<file path="config.mk">
export PLATFORM = sky130hd
export DESIGN_NAME = room_move_encoder
export DESIGN_NICKNAME = d
export VERILOG_FILES = /design/src/rtl/room_pkg.sv /design/src/rtl/btn_debounce.sv /design/src/rtl/room_move_encoder.sv
export SDC_FILE = /design/constraint.sdc
export NUM_CORES = 1
export LEC_CHECK = 0
export ABC_CLOCK_PERIOD_IN_PS = 4600
export BUFFER_PORTS_ARGS = -buffer_cell sky130_fd_sc_hd__buf_4
export CAP_MARGIN = 0
export CORE_ASPECT_RATIO = 2
export CORE_MARGIN = 5
export CORE_UTILIZATION = 61
export CTS_CLUSTER_SIZE = 30
export DETAILED_ROUTE_END_ITERATION = 10
export PLACE_DENSITY = 0.91
export REMOVE_ABC_BUFFERS = 1
export SLEW_MARGIN = 20
export SYNTH_ARGS = -nofsm -noshare
export SYNTH_HDL_FRONTEND = slang
export SYNTH_SLANG_ARGS = --single-unit
export TNS_END_PERCENT = 100
</file>
<file path="constraint.sdc">
create_clock -name clk -period 4.6 [get_ports clk]
set_input_delay 0.46 -clock clk [delete_from_list [all_inputs] [get_ports clk]]
set_output_delay 0.46 -clock clk [all_outputs]
set_load 0.05 [all_outputs]
</file>
<file path="src/rtl/room_pkg.sv">
// Shared definitions for the room adventure move path: direction indices,
// encoder FSM states and a one-hot test used by the press arbiter.
package room_pkg;

  localparam int DIR_N    = 0;
  localparam int DIR_S    = 1;
  localparam int DIR_E    = 2;
  localparam int DIR_W    = 3;
  localparam int NUM_DIRS = 4;

  typedef enum logic [1:0] {
    ENC_IDLE,
    ENC_EMIT,
    ENC_HOLD
  } enc_state_t;

  function automatic logic is_one_hot(input logic [NUM_DIRS-1:0] v);
    return (v != '0) && ((v & (v - NUM_DIRS'(1))) == '0);
  endfunction

endpackage

</file>
<file path="src/rtl/btn_debounce.sv">
// Synchronizes and debounces one raw button; level/press change SYNC_STAGES+DEBOUNCE_CYCLES-1
// cycles after the first sampling edge; no backpressure (press is a lone one-cycle pulse).
module btn_debounce #(
  parameter int SYNC_STAGES     = 2,
  parameter int DEBOUNCE_CYCLES = 250000
) (
  input  logic clk,
  input  logic rst_n,
  input  logic btn,
  output logic level,
  output logic press,
  output logic quiet
);

  localparam int CW = $clog2(DEBOUNCE_CYCLES + 1);
  localparam logic [CW-1:0] CNT_LAST = CW'(DEBOUNCE_CYCLES - 1);

  logic [SYNC_STAGES-1:0] sync_q;
  logic [CW-1:0]          cnt_q;
  logic                   synced;

  assign synced = sync_q[SYNC_STAGES-1];
  // Quiet means released end to end: nothing high anywhere in the synchronizer either.
  assign quiet  = (sync_q == '0) && !level;

  always_ff @(posedge clk or negedge rst_n) begin
    if (!rst_n) begin
      sync_q <= '0;
      cnt_q  <= '0;
      level  <= 1'b0;
      press  <= 1'b0;
    end else begin
      sync_q <= {sync_q[SYNC_STAGES-2:0], btn};
      press  <= 1'b0;
      if (synced == level) begin
        cnt_q <= '0;
      end else if (cnt_q == CNT_LAST) begin
        cnt_q <= '0;
        level <= synced;
        press <= synced;
      end else begin
        cnt_q <= cnt_q + CW'(1);
      end
    end
  end

endmodule

</file>
<file path="src/rtl/room_move_encoder.sv">
// Turns four bouncy buttons into one-hot n/s/e/w move pulses, flags chords, counts moves.
// Latency SYNC_STAGES+DEBOUNCE_CYCLES+1 from first sampling edge to move; no backpressure.
module room_move_encoder
  import room_pkg::*;
#(
  parameter int SYNC_STAGES     = 2,
  parameter int DEBOUNCE_CYCLES = 250000,
  parameter int HOLDOFF_CYCLES  = 4
) (
  input  logic       clk,
  input  logic       reset,
  input  logic       btn_n,
  input  logic       btn_s,
  input  logic       btn_e,
  input  logic       btn_w,
  output logic       n,
  output logic       s,
  output logic       e,
  output logic       w,
  output logic       chord_err,
  output logic [7:0] move_count
);

  localparam int HW = $clog2(HOLDOFF_CYCLES + 1);

  logic [1:0]             rst_pipe;
  logic                   rst_n;
  logic [SYNC_STAGES-1:0] warm_q;
  logic [NUM_DIRS-1:0]    raw;
  logic [NUM_DIRS-1:0]    level;
  logic [NUM_DIRS-1:0]    press;
  logic [NUM_DIRS-1:0]    quiet;

  enc_state_t             state_q;
  logic [NUM_DIRS-1:0]    dir_q;
  logic [NUM_DIRS-1:0]    move_q;
  logic                   chord_q;
  logic [HW-1:0]          holdoff_q;
  logic [7:0]             move_count_q;
  logic                   all_quiet;

  always_ff @(posedge clk or negedge reset) begin
    if (!reset) begin
      rst_pipe <= '0;
    end else begin
      rst_pipe <= {rst_pipe[0], 1'b1};
    end
  end

  assign rst_n = rst_pipe[1];

  assign raw[DIR_N] = btn_n;
  assign raw[DIR_S] = btn_s;
  assign raw[DIR_E] = btn_e;
  assign raw[DIR_W] = btn_w;

  for (genvar i = 0; i < NUM_DIRS; i++) begin : g_btn
    btn_debounce #(
      .SYNC_STAGES     (SYNC_STAGES),
      .DEBOUNCE_CYCLES (DEBOUNCE_CYCLES)
    ) u_debounce (
      .clk   (clk),
      .rst_n (rst_n),
      .btn   (raw[i]),
      .level (level[i]),
      .press (press[i]),
      .quiet (quiet[i])
    );
  end

  // Until the synchronizers have refilled after reset their zeros say nothing about
  // the buttons, so HOLD must not trust them; this is what blocks held-through-reset moves.
  always_ff @(posedge clk or negedge rst_n) begin
    if (!rst_n) begin
      warm_q <= '0;
    end else begin
      warm_q <= {warm_q[SYNC_STAGES-2:0], 1'b1};
    end
  end

  assign all_quiet = warm_q[SYNC_STAGES-1] && (quiet == '1);

  always_ff @(posedge clk or negedge rst_n) begin
    if (!rst_n) begin
      state_q      <= ENC_HOLD;
      dir_q        <= '0;
      move_q       <= '0;
      chord_q      <= 1'b0;
      holdoff_q    <= '0;
      move_count_q <= '0;
    end else begin
      move_q  <= '0;
      chord_q <= 1'b0;
      unique case (state_q)
        ENC_IDLE: begin
          if (press != '0) begin
            if (is_one_hot(press) && ((level & ~press) == '0)) begin
              dir_q   <= press;
              state_q <= ENC_EMIT;
            end else begin
              chord_q <= 1'b1;
            end
          end
        end
        ENC_EMIT: begin
          move_q       <= dir_q;
          move_count_q <= move_count_q + 8'd1;
          holdoff_q    <= HW'(HOLDOFF_CYCLES);
          state_q      <= ENC_HOLD;
        end
        ENC_HOLD: begin
          if (holdoff_q != '0) begin
            holdoff_q <= holdoff_q - HW'(1);
          end else if (all_quiet) begin
            state_q <= ENC_IDLE;
          end
        end
        default: state_q <= ENC_HOLD;
      endcase
    end
  end

  assign n          = move_q[DIR_N];
  assign s          = move_q[DIR_S];
  assign e          = move_q[DIR_E];
  assign w          = move_q[DIR_W];
  assign chord_err  = chord_q;
  assign move_count = move_count_q;

endmodule

</file>
==> results.md <==
- DR pass1 iterations: 5
- VDD IR max: 340 uV
- Share of cells above drive strength 1: 0.128
- Die H: 140 um
- Synth cell types: between 40 and 50
- Ys flop type: dfrtp_1
- Syn Area/Cell: roughly 11 um2
- Buffers on Ports: 18
- CP peak stage delay: 840 ps
- Drt initial violations: ~250
- Most frequent cells in the layout: dfrtp_1, nor2_1, xnor2_1
- Finished Cell Area: ~6100 um2
- Antenna Nets Post-Route: 0
- DR vias/cell: roughly 6.3
- Die area: roughly 11000 um2
- Fraction of registers with async set/reset: 1.00
- Clock sinks: around 110
- Sw frac: 0.214
- Placed Cells: 598
- P_int: between 1.5 and 2 mW
- Fill cells: approximately 520
- Psw: ~0.52 mW
- Pin count of the biggest net entering global routing: 76
- Worst slew pin tran: around 930 ps
- Final cell count without fillers: around 630
- Area after DPL: 5420 um2
- CP max stage cell: o41ai_2
- Final slew viol count: 0
- Clock transition at path regs: roughly 50 ps
- Seq pwr share: 0.429
- Worst Path Arrival: roughly 2600 ps
- Initial antenna violation count: 0
- Netlist Area Pre-Place: roughly 5200 um2
- Lkg Pwr: ~2.6 nW
- Final WL: 11100 um
- First-pass GRT wire length: between 15000 and 20000 um
- Wirelength per Cell: approximately 18 um
- Fin crit share: 0.493
- Setup Crit Path Kind: register to register
- Initial Util: 0.625
- Inserted Diodes: 0
- Clock latency on the worst-skew pair: between 400 and 500 ps
- Remaining global-route overflow: 0
- Register bit total from synthesis: 114
- Area Growth Syn to Fin: 16.7%
- Outcome: finished clean
- FF+latch area: between 2000 and 3000 um2
- RSZ-0062 raised after global routing: no
- Hold Vio Cnt, Final: 0
- Critical Path End Type: register
- CTS Hold Buffers Added: 1
- Final core occ: 0.730
- Core area: between 8000 and 9000 um2
- GRT Util Overall: 0.230
- Row count: between 40 and 50
- PD cells: between 400 and 500 nW/um2
- Synth warn: 0
- Final net count: 533
- Data required time of the critical path: 4900 ps
- Leading cell type in the layout, fill and taps excluded: dfrtp_1
- CTS buffer count: 17
- CTS tree: done
- Max Cap Viol: 0
- Comb power frac: 0.018
- Post-CTS resize count: 0
- DRC viols: 0
- Worst slew margin: 0.379
- Fmax achieved: between 400 and 500 MHz
- Clock share of power: 0.552
- Post-CTS Setup Repair Bufs: 0
- Setup violators final: 0
- Setup TNS Final: 0 ps
- Hold Path Class: primary input to register
- Sequential-to-total area share from yosys stat: 0.551
- CP Cell Sequence: ha_1 > nand3_1 > o41ai_2 > buf_4 > nor2_1
- Number of flops mapped to enable cells by yosys: 0
- CP Launch Type: register
- Clk buf depth: 2
- Area occupied by multi-input gates: about 2200 um2
- Die width: approximately 75 um
- Clock skew: 6.34 ps
- Largest fanout on the critical path: 10
- Number of global-route vias before repair: ~4.2k
- Top-level I/O count: 19
- Htree depth: 4
- Synth Instances: between 400 and 500
- Via count: approximately 4.0k
- Final weighted congestion in routability-driven placement: approximately 0.85
- Post-DP HPWL: 6740 um
- Min Tclk post-route: around 2300 ps
- Root buffer cell: clkbuf_16
flip-flops by register name, summed over array words and instances, names as in the netlist, 3 cells and up:
name and flops:
g_btn.u_debounce.cnt_q 72, g_btn.u_debounce.sync_q 8, move_count 8, dir_q 4, g_btn.u_debounce.level 4, g_btn.u_debounce.press 4
move_q 4, holdoff_q 3
worst paths after layout:
check | endpoint | slack [ps] | from | depth (start not counted)
setup / recovery | g_btn[1].u_debounce.cnt_q[15] | 2330 | g_btn[1].u_debounce.cnt_q[0] | 5
hold / removal | g_btn[1].u_debounce.sync_q[0] | 150 | btn_s | 1
setup reg to reg | g_btn[1].u_debounce.cnt_q[15] | 2330 | g_btn[1].u_debounce.cnt_q[0] | 5
hold reg to reg | rst_pipe[1] | 350 | rst_pipe[0] | 0
max in group asynchronous | state_q[1] | 3050 | rst_pipe[1] | 1
min in group asynchronous | rst_pipe[1] | 370 | reset | 2
critical path: cells and delay by family, from the launching register on:
family	cells	cell delay, ps
simple gates	2	390
flops	1	410
compound gates	1	840
fa+ha+maj	1	210
buf+inv	1	310
metal layers:
layer | routed length [um] | part of all wire | track usage
met5 | 0 | 0 | 0
met4 | 369 | 0.033 | 0.116
met3 | 405 | 0.037 | 0.0610
met2 | 6350 | 0.57 | 0.403
met1 | 3950 | 0.36 | 0.243
through the flow:
stage          hold slack, ps  setup WS (ps)  power, mW
4_1_cts                   145           2250       2.45
3_3_place_gp              243           2460       1.10
6_report                  154           2330       2.44
5_1_grt                   142           2200       2.51
3_5_place_dp              243           2310       1.11
2_1_floorplan             164           1190       1.09
cells in the mapped netlist, drive strengths merged (2+ instances only):
library cell | n | area [um2]
dfrtp | 113 | 2830
nor2 | 79 | 297
xnor2 | 41 | 359
nand2 | 25 | 93.8
xor2 | 25 | 219
nand3 | 24 | 120
nand4 | 24 | 163
nor4 | 19 | 119
inv | 13 | 48.8
o21ai | 13 | 76.3
a21oi | 10 | 50.1
nor3 | 10 | 50.1
or4 | 9 | 71.3
clkbuf | 7 | 26.3
ha | 7 | 87.6
or3 | 7 | 43.8
and2 | 6 | 37.5
a22o | 5 | 43.8
and3 | 5 | 31.3
and4 | 5 | 43.8
mux2 | 5 | 56.3
nand2b | 5 | 31.3
nor4b | 4 | 35.0
and3b | 3 | 27.5
buf | 2 | 16.3
mux2i | 2 | 20.0
nor2b | 2 | 12.5
nor4bb | 2 | 20.0
o31ai | 2 | 15.0
o41ai | 2 | 25.0
cell type report:
| class | instances | share of cell area |
|---|---|---|
| clock buffer | 20 | 0.0755 |
| clock inverter | 12 | 0.0256 |
| multi-input combinational | 353 | 0.372 |
| tap | 98 | 0.0203 |
| timing repair buffer | 21 | 0.0265 |
| inverter | 13 | 0.00806 |
| sequential | 114 | 0.472 |
logic make-up (layout without fill, tap and decap cells):
logic type,Yosys count,in the layout,synth area share
AO/OA/AOI/OAI,38,38,0.0505
XOR/XNOR,66,66,0.112
adder cells (fa/ha/maj),7,7,0.0169
buffers and inverters,22,66,0.0176
flip-flops,114,114,0.551
multiplexers,7,7,0.0147
other,1,2,0.000723
AND/OR/NAND/NOR,233,233,0.238
power by group through the flow:
stage	Sequential, mW	Combinational, mW	Clock (mW)
after CTS	1.05	0.0448	1.36
after global placement	1.06	0.0405	0
final	1.05	0.0446	1.35
after global routing	1.05	0.0510	1.41
after detailed placement	1.06	0.0428	0
after floorplan	1.06	0.0252	0
Note: power is estimated with default switching activity, not from simulation.
